### config.mk
export PLATFORM = sky130hd
export DESIGN_NAME = player_lane_ctrl
export DESIGN_NICKNAME = d
export VERILOG_FILES = /design/src/rtl/player_lane_ctrl.sv
export SDC_FILE = /design/constraint.sdc
export NUM_CORES = 1
export LEC_CHECK = 0
export ABC_AREA = 1
export ABC_CLOCK_PERIOD_IN_PS = 5600
export BUFFER_PORTS_ARGS = -buffer_cell sky130_fd_sc_hd__buf_2
export CORE_AREA = 3 3 127 129
export CTS_CLUSTER_DIAMETER = 100
export CTS_CLUSTER_SIZE = 25
export DETAILED_ROUTE_END_ITERATION = 8
export DIE_AREA = 0 0 130 132
export MAX_ROUTING_LAYER = met4
export PLACE_DENSITY = 0.69
export SYNTH_ARGS = -nofsm -noshare
export SYNTH_HDL_FRONTEND = slang
export SYNTH_SLANG_ARGS = --single-unit
### constraint.sdc
create_clock -name CLK -period 5.6 [get_ports CLK]
set_input_delay 0 -clock CLK [delete_from_list [all_inputs] [get_ports CLK]]
set_output_delay 0 -clock CLK [all_outputs]
set_load 0.02 [all_outputs]
### src/rtl/player_lane_ctrl.sv
`default_nettype none
// ============================================================================
// Module   : player_lane_ctrl
// Purpose  : Player controller for the lane-crossing game on a VGA field.
//            Moves the player on a grid from synchronised switches, detects
//            collisions against N_LANES car lanes, and runs the lives/score
//            game state machine (PLAY / DYING / GAME_OVER).
// Ports    : CLK, RST        - clock, synchronous active-high reset
//            SW1..SW4        - up/down/left/right switches (asynchronous)
//            car_x           - packed car left-edge x, lane i = [10i+9:10i]
//            player_x/_y     - player top-left corner for the renderer
//            lives, score    - game counters (score saturates at 255)
//            state           - 0=PLAY, 1=DYING, 2=GAME_OVER
//            hit, win        - one-cycle event pulses
//            led             - led[k] = lives > k, all off in GAME_OVER
// Revision : 1.0 - initial release
// ============================================================================
module player_lane_ctrl #(
  parameter int N_LANES     = 4,
  parameter int H_DISPLAY   = 640,
  parameter int V_DISPLAY   = 480,
  parameter int STEP        = 32,
  parameter int PLAYER_W    = 32,
  parameter int PLAYER_H    = 32,
  parameter int CAR_W       = 64,
  parameter int CAR_H       = 32,
  parameter int LANE_Y0     = 64,
  parameter int LANE_PITCH  = 96,
  parameter int START_X     = 320,
  parameter int START_Y     = 448,
  parameter int MOVE_TICKS  = 12500000,
  parameter int DEATH_TICKS = 25000000,
  parameter int LIVES       = 3
) (
  input  logic                 CLK,
  input  logic                 RST,
  input  logic                 SW1,
  input  logic                 SW2,
  input  logic                 SW3,
  input  logic                 SW4,
  input  logic [N_LANES*10-1:0] car_x,
  output logic [9:0]           player_x,
  output logic [9:0]           player_y,
  output logic [2:0]           lives,
  output logic [7:0]           score,
  output logic [1:0]           state,
  output logic                 hit,
  output logic                 win,
  output logic [3:0]           led
);

  typedef enum logic [1:0] {
    ST_PLAY      = 2'd0,
    ST_DYING     = 2'd1,
    ST_GAME_OVER = 2'd2
  } state_t;

  localparam int c_cd_w = $clog2(MOVE_TICKS + 1);
  localparam int c_dc_w = $clog2(DEATH_TICKS + 1);

  localparam logic [c_cd_w-1:0] c_cd_load = c_cd_w'(MOVE_TICKS - 1);
  localparam logic [c_cd_w-1:0] c_cd_one  = c_cd_w'(1);
  localparam logic [c_dc_w-1:0] c_dc_load = c_dc_w'(DEATH_TICKS - 1);
  localparam logic [c_dc_w-1:0] c_dc_one  = c_dc_w'(1);

  localparam logic [9:0]  c_start_x = 10'(START_X);
  localparam logic [9:0]  c_start_y = 10'(START_Y);
  localparam logic [9:0]  c_step10  = 10'(STEP);
  localparam logic [2:0]  c_lives   = 3'(LIVES);
  // Geometry is compared at 11 bits so sums near the 10-bit limit never wrap.
  localparam logic [10:0] c_step11  = 11'(STEP);
  localparam logic [10:0] c_pw11    = 11'(PLAYER_W);
  localparam logic [10:0] c_ph11    = 11'(PLAYER_H);
  localparam logic [10:0] c_cw11    = 11'(CAR_W);
  localparam logic [10:0] c_ch11    = 11'(CAR_H);
  localparam logic [10:0] c_hdisp11 = 11'(H_DISPLAY);
  localparam logic [10:0] c_vdisp11 = 11'(V_DISPLAY);

  state_t            r_state, w_state_nxt;
  logic [9:0]        r_px, w_px_nxt;
  logic [9:0]        r_py, w_py_nxt;
  logic [2:0]        r_lives, w_lives_nxt;
  logic [7:0]        r_score, w_score_nxt;
  logic [c_cd_w-1:0] r_cd, w_cd_nxt;
  logic [c_dc_w-1:0] r_dc, w_dc_nxt;
  logic              r_hit, w_hit_nxt;
  logic              r_win, w_win_nxt;
  // Bit order everywhere: [0]=up, [1]=down, [2]=left, [3]=right.
  logic [3:0]        r_sw_meta, r_sw_sync, r_sw_prev;

  logic [3:0]         w_s, w_rise;
  logic [10:0]        w_px11, w_py11;
  logic [N_LANES-1:0] w_hit_lane;
  logic               w_hit_any;

  assign w_s    = r_sw_sync;
  assign w_rise = r_sw_sync & ~r_sw_prev;
  assign w_px11 = {1'b0, r_px};
  assign w_py11 = {1'b0, r_py};

  for (genvar i = 0; i < N_LANES; i++) begin : g_lane
    localparam logic [10:0] c_cy = 11'(LANE_Y0 + i * LANE_PITCH);
    logic [10:0] w_cx;
    assign w_cx = {1'b0, car_x[10*i +: 10]};
    assign w_hit_lane[i] = (w_px11 + c_pw11 > w_cx) && (w_px11 < w_cx + c_cw11) &&
                           (w_py11 + c_ph11 > c_cy) && (w_py11 < c_cy + c_ch11);
  end

  assign w_hit_any = |w_hit_lane;

  always_comb begin
    w_state_nxt = r_state;
    w_px_nxt    = r_px;
    w_py_nxt    = r_py;
    w_lives_nxt = r_lives;
    w_score_nxt = r_score;
    w_cd_nxt    = r_cd;
    w_dc_nxt    = r_dc;
    w_hit_nxt   = 1'b0;
    w_win_nxt   = 1'b0;
    case (r_state)
      ST_PLAY: begin
        if (w_hit_any) begin
          w_hit_nxt = 1'b1;
          w_px_nxt  = c_start_x;
          w_py_nxt  = c_start_y;
          if (r_lives > 3'd1) begin
            w_lives_nxt = r_lives - 3'd1;
            w_state_nxt = ST_DYING;
            w_dc_nxt    = c_dc_load;
          end else begin
            w_lives_nxt = 3'd0;
            w_state_nxt = ST_GAME_OVER;
          end
        end else if (r_py == 10'd0) begin
          w_win_nxt = 1'b1;
          if (r_score != 8'hFF) w_score_nxt = r_score + 8'd1;
          w_px_nxt = c_start_x;
          w_py_nxt = c_start_y;
          w_cd_nxt = c_cd_load;
        end else if (r_cd != '0) begin
          w_cd_nxt = r_cd - c_cd_one;
        end else begin
          // A blocked direction falls through to the next candidate.
          if (w_s[0] && (w_py11 >= c_step11)) begin
            w_py_nxt = r_py - c_step10;
            w_cd_nxt = c_cd_load;
          end else if (w_s[1] && (w_py11 + c_ph11 + c_step11 <= c_vdisp11)) begin
            w_py_nxt = r_py + c_step10;
            w_cd_nxt = c_cd_load;
          end else if (w_s[2] && (w_px11 >= c_step11)) begin
            w_px_nxt = r_px - c_step10;
            w_cd_nxt = c_cd_load;
          end else if (w_s[3] && (w_px11 + c_pw11 + c_step11 <= c_hdisp11)) begin
            w_px_nxt = r_px + c_step10;
            w_cd_nxt = c_cd_load;
          end
        end
      end
      ST_DYING: begin
        if (r_dc == '0) begin
          w_state_nxt = ST_PLAY;
          w_cd_nxt    = '0;
        end else begin
          w_dc_nxt = r_dc - c_dc_one;
        end
      end
      ST_GAME_OVER: begin
        w_px_nxt = c_start_x;
        w_py_nxt = c_start_y;
        // Only a fresh press restarts; a switch held on entry has no edge.
        if (|w_rise) begin
          w_lives_nxt = c_lives;
          w_score_nxt = 8'd0;
          w_cd_nxt    = c_cd_load;
          w_state_nxt = ST_PLAY;
        end
      end
      default: w_state_nxt = ST_PLAY;
    endcase
  end

  always_ff @(posedge CLK) begin
    if (RST) begin
      r_state   <= ST_PLAY;
      r_px      <= c_start_x;
      r_py      <= c_start_y;
      r_lives   <= c_lives;
      r_score   <= 8'd0;
      r_cd      <= '0;
      r_dc      <= '0;
      r_hit     <= 1'b0;
      r_win     <= 1'b0;
      r_sw_meta <= 4'd0;
      r_sw_sync <= 4'd0;
      r_sw_prev <= 4'd0;
    end else begin
      r_state   <= w_state_nxt;
      r_px      <= w_px_nxt;
      r_py      <= w_py_nxt;
      r_lives   <= w_lives_nxt;
      r_score   <= w_score_nxt;
      r_cd      <= w_cd_nxt;
      r_dc      <= w_dc_nxt;
      r_hit     <= w_hit_nxt;
      r_win     <= w_win_nxt;
      r_sw_meta <= {SW4, SW3, SW2, SW1};
      r_sw_sync <= r_sw_meta;
      r_sw_prev <= r_sw_sync;
    end
  end

  assign player_x = r_px;
  assign player_y = r_py;
  assign lives    = r_lives;
  assign score    = r_score;
  assign state    = r_state;
  assign hit      = r_hit;
  assign win      = r_win;
  assign led      = (r_state == ST_GAME_OVER) ? 4'd0 :
                    {(r_lives > 3'd3), (r_lives > 3'd2), (r_lives > 3'd1), (r_lives > 3'd0)};

endmodule
`default_nettype wire

After elaboration in Yosys (flattened, before gate mapping)
Cells that the tools add are included.
- output and inout port bits: 39
- bits of input ports: 46
- word-level logic and storage cells: 151
- register bits: 96
- reduce and logical (&&, ||, !) cells: 34
- add/sub/neg operators: 16
- muxes and demuxes: 45
- bitwise gates (word level): 3
- magnitude comparators: 24
- equality and inequality tests: 17
- operator list (cell ; count):
    two-way mux 24 bit ; 9
    two-way mux 10 bit ; 12
    two-way mux 25 bit ; 3
    one-hot mux 24 bit (3 select lines) ; 1
    one-hot mux 25 bit (2 select lines) ; 1
    adder 10 x 7 -> 11 bit, second input constant ; 4
    greater-than comparator 11 x 10 -> 1 bit ; 4
    < comparator 10 x 11 -> 1 bit ; 4
    one-hot mux 10 bit (2 select lines) ; 2
    two-way mux 8 bit ; 4
    zero test 25 bit ; 1
    subtractor 25 x 1 -> 25 bit, second input constant ; 1
    nonzero test 24 bit ; 1
    subtractor 24 x 1 -> 24 bit, second input constant ; 1
    adder 10 x 6 -> 11 bit, second input constant ; 2
    adder 11 x 6 -> 11 bit, second input constant ; 2
    greater-than comparator 11 x 9 -> 1 bit, second input constant ; 2
    adder 10 x 6 -> 10 bit, second input constant ; 2
    greater-or-equal comparator 10 x 6 -> 1 bit, second input constant ; 2
    < comparator 10 x 9 -> 1 bit, second input constant ; 2
    subtractor 10 x 6 -> 10 bit, second input constant ; 2
    logical AND 1 bit ; 16
    != test 2 bit, second input constant ; 8
    one-hot mux 8 bit (2 select lines) ; 1
    35 further kinds ; 52

Longest topological paths before layout
- depth in word-level cells: 12
- mapped depth: 22
- depth with buffers taken out: 21

Worst setup path after synthesis
Ideal clock, no wire load.
- path kind: flip-flop to flip-flop
- from: register r_px[5], in the netlist player_x[5]
- to: register r_px[5], in the netlist player_x[5]
- period minus slack after synthesis: 2936 ps
- buffers on the path: 1
- required time: 5487 ps
- stages on the path, launching flop included: 18
- path slack: 2664 ps
- data arrival time: 2822 ps
- cells stage by stage: dfxtp_1 -> ha_1 -> nand3_1 -> xor2_1 -> ha_1 -> a21oi_1 -> nand2_1 -> a21oi_1 -> nand2_1 -> nand3_1 -> nand2_1 -> nor2_4 -> buf_6 -> nand3_1 -> nand3_2 -> nand2_1 -> nand2_1 -> nor2_1
- cells in the longest elaborated chain, start to end: 9
- elaborated cells between the ends (all ways): 42
- those cells by class: add/sub (4); order compare (10); eq/ne (4); mux (8); reduce/logical (16)
- ends and longest elaborated chain (item ; RTL line ; source):
    start, declared ; 80 ; logic [9:0] r_px, w_px_nxt;
    start signal, assigned ; 186 ; r_px <= c_start_x;
    start signal, assigned ; 199 ; r_px <= w_px_nxt;
    branches (longest 9 deep; another with adder 10 x 6 -> 11 bit) ; -- ;
Several ways; the timed one is not identified. The select of a mux whose other input is x is not followed.
A chain may end at the register's enable or synchronous reset.

Worst setup path after layout
- from: register r_px[6], in the netlist player_x[6]
- to: register r_dc[24]
- cells in the longest elaborated chain, start to end: 8
- elaborated cells between the ends (all ways): 24
- those cells by class: add/sub (1); order compare (8); eq/ne (1); reduce/logical (14)
- ends and longest elaborated chain (item ; RTL line ; source):
    adder 10 x 6 -> 11 bit ; 105 ; assign w_hit_lane[i] = (w_px11 + c_pw11 > w_cx) && (w_px11 < w_cx + c_cw11) &&
    greater-than comparator 11 x 10 -> 1 bit ; 105 ;
    logical AND 1 bit (2 in series) ; 105 ;
    logical AND 1 bit ; 106 ; (w_py11 + c_ph11 > c_cy) && (w_py11 < c_cy + c_ch11);
    OR reduction 4 bit * ; 109 ; assign w_hit_any = |w_hit_lane;
    != test 2 bit (no source line) * ; -- ;
    AND reduction 4 bit (no source line) * ; -- ;
    end signal, assigned ; 204 ; r_dc <= w_dc_nxt;
    end, declared ; 85 ; logic [c_dc_w-1:0] r_dc, w_dc_nxt;
Every way passes the cells marked *; elsewhere a longest branch is shown, timed or not.

==> summary.md <==
| Metric | Value |
|---|---|
| DRT iter0 DRCs | `422` |
| Site Rows | `45` |
| Final hold violations | `0` |
| Critical Path End Type | `register` |
| Number of enable flip-flop cells after synthesis | `0` |
| Initial antenna violation count | `0` |
| Area Growth Syn to Fin | `9.93%` |
| CTS H-tree depth | `3` |
| Comb pwr share | `65.9%` |
| Worst endpoint required time | `5.80 ns` |
| Leakage power | `4.21 nW` |
| # resized after CTS | `0` |
| Worst slew pin tran | `1.12 ns` |
| Clk_skew | `0.00545 ns` |
| Max Buffers Root-to-Sink | `2` |
| Total Power | `4.47 mW` |
| Via count | `7361` |
| Die ar. | `0.0172 mm2` |
| Placed cells | `1425` |
| Setup crit start kind | `register` |
| Final WL | `18.3 mm` |
| Worst path bufs/invs | `1` |
| # diodes | `0` |
| Placer Congestion | `0.878` |
| Sw frac | `50.4%` |
| Ys async rst share | `0%` |
| Setup TNS | `0 ns` |
| Top-area cell type share of the netlist area | `23.1%` |
| Clock power share | `13.3%` |
| Slew headroom | `25.1%` |
| Top post-synthesis cells by area | `dfxtp_1 23%, nand2_1 15%, ha_1 12%` |
| First drt pass iteration count | `5` |
| Hold Slack | `0.242 ns` |
| Layout cells sized above 1 | `12.2%` |
| Layout Nets | `1372` |
| Root buf cell | `clkbuf_16` |
| Post-synth cell types | `44` |
| Synthesis-stage register bit count | `86` |
| Final min period | `3.70 ns` |
| Input/output buffers | `74` |
| Sequential element share of the synthesized area | `23.1%` |
| RSZ-0062 raised after global routing | `no` |
| Internal cell power | `2.22 mW` |
| Setup CP Type | `reg -> reg` |
| Die X | `130 um` |
| Antenna-violating nets left | `0` |
| Maximum operating frequency | `270 MHz` |
| Crit path DAT | `3.90 ns` |
| Seq pwr share | `20.8%` |
| Largest net degree at the start of global routing | `60` |
| Cells after synthesis | `1189` |
| Routed len/inst | `12.7 um` |
| Final setup fails | `0` |
| Vias in the first global route | `6553` |
| Clock latency at the later pin of the worst-skew pair | `0.35 ns` |
| Max Slew Vio Count | `0` |
| DP HPWL | `13.7 mm` |
| Cell Area, Synth | `0.00747 mm2` |
| Clock transition at path regs | `0.07 ns` |
| FILL cells | `1568` |
| Total track usage | `22.0%` |
| Commonest cells in the synthesized netlist | `298 x nand2_1, 192 x nor2_1, 138 x inv_1` |
| Syn Area/Cell | `6.28 um2` |
| Grt ovf | `0` |
| Synth warnings | `0` |
| Num ports | `85` |
| Biggest area consumer among synthesized cells | `dfxtp_1` |
| CP peak stage delay | `0.63 ns` |
| Slowest stage cell, crit path | `dfxtp_1` |
| Worst vdd ir | `492 uV` |
| CP Max Fanout | `27` |
| Max-cap violations | `0` |
| Prevailing post-synth register cell | `dfxtp_1` |
| Count leader, synth | `nand2_1` |
| Clock sink count | `86` |
| NetSw | `2.25 mW` |
| Core area | `0.0151 mm2` |
| Drt via density | `5.09` |
| CTS Buf Count | `9` |
| Tcrit/Tclk final | `66.0%` |
| Drt drc | `0` |
| Post-route insts no fill | `1445` |
| Initial Util | `49.3%` |
| Hold WC Path Type | `in -> reg` |
| First-pass GRT wire length | `30.8 mm` |
| Die Ht | `132 um` |
| CP cell instances | `ha_1 > nand3_1 > xor2_1 > ha_1 > a21oi_1 > nand2_1 > a21oi_1 > nand3_1 > nand3_1 > nand2_2 > nor2_4 > nand2_4 > nand2_4 > inv_2 > o21ai_0 > a21oi_1` |
| Cell family with most CP delay | `simple AND/OR/NAND/NOR gates` |
| Clock tree from TritonCTS | `built` |
| Status | `completed` |
| Pwr Density | `545 mW/mm2` |
-- tightest hold or removal path, cell delays in order --
cell	delay [ns]
buf_2	0.09
buf_4	0.29
nor2_1	0.15
-- stage by stage --
step | area (um2) | util (%) | worst slack [ns]
floorplan | 7500 | - | 2.66
global placement | 7880 | 52.0 | 1.98
detailed placement | 7880 | 52.0 | 1.92
CTS | 8210 | 54.2 | 1.89
global route | 8210 | 54.2 | 1.53
finish | 8210 | 54.2 | 1.90
-- logic make-up after synthesis --
kind of cell               Yosys count  synth area share [%]
and+or+nand+nor                    687                  40.8
xor gates and xnor gates            34                  3.99
other                                1                0.0502
DFF                                 86                  23.1
AOI/OAI and AO/OA                  121                  8.88
adders and majority gates           74                  12.4
buffers and inverters              186                  10.8
-- sequential cells by signal, indices dropped and copies added, names as in the netlist --
register / cells
player_y: 5
player_x: 5
r_cd: 24
hit: 1
r_sw_meta: 4
r_sw_prev: 4
r_dc: 25
lives: 3
r_sw_sync: 4
win: 1
state: 2
score: 8
-- what timing repair did --
action,CTS,global route
endpoints found under the hold margin,4,0
hold buffers,4,0
buffers inserted,0,0
-- placed cells by master, fill, tap and decap left out, types with 6 or more instances in the layout --
cell,instances
conb_1,10
o21ai_0,16
nand4_1,34
dfxtp_1,86
xor2_1,23
clkbuf_16,9
nand2_2,6
nor4_1,6
nor2_1,192
nor2_2,14
a21oi_1,86
xnor2_1,11
inv_2,7
buf_2,74
nand3_1,89
inv_1,138
or2_2,16
nand2_1,298
ha_1,74
nor3_1,14
-- final cells by class --
type,count,area [um2],area share [%]
Multi-Input combinational cell,926,4970,60.6
Sequential cell,86,1720,21.0
Inverter,149,564,6.87
Timing Repair Buffer,80,425,5.18
Clock buffer,10,239,2.91
Tap cell,188,235,2.86
Clock inverter,6,51.3,0.625
-- final timing paths --
path,from,to,slack [ns],cells past startpoint
setup / recovery,player_x[6],r_dc[24],1.90,16
hold / removal,RST,r_cd[16],0.24,3
setup reg to reg,player_x[6],r_dc[24],1.90,16
hold reg to reg,r_sw_meta[0],r_sw_sync[0],0.40,2
-- power by group through the flow --
stage	Sequential, mW	Combinational [mW]	Clock [mW]
floorplan	0.920	2.45	0
global placement	0.938	2.89	0
detailed placement	0.938	2.94	0
CTS	0.927	2.96	0.605
global route	0.951	3.39	0.629
finish	0.929	2.95	0.594
-- routing by layer --
metal,GRT usage [%],vias up,wire length (um)
met2,32.3,136,7870
li1,-,3915,-
met4,5.37,0,231
met1,31.9,3290,9360
met5,-,-,0
met3,3.12,20,821
(Power assumes the default switching activity.)
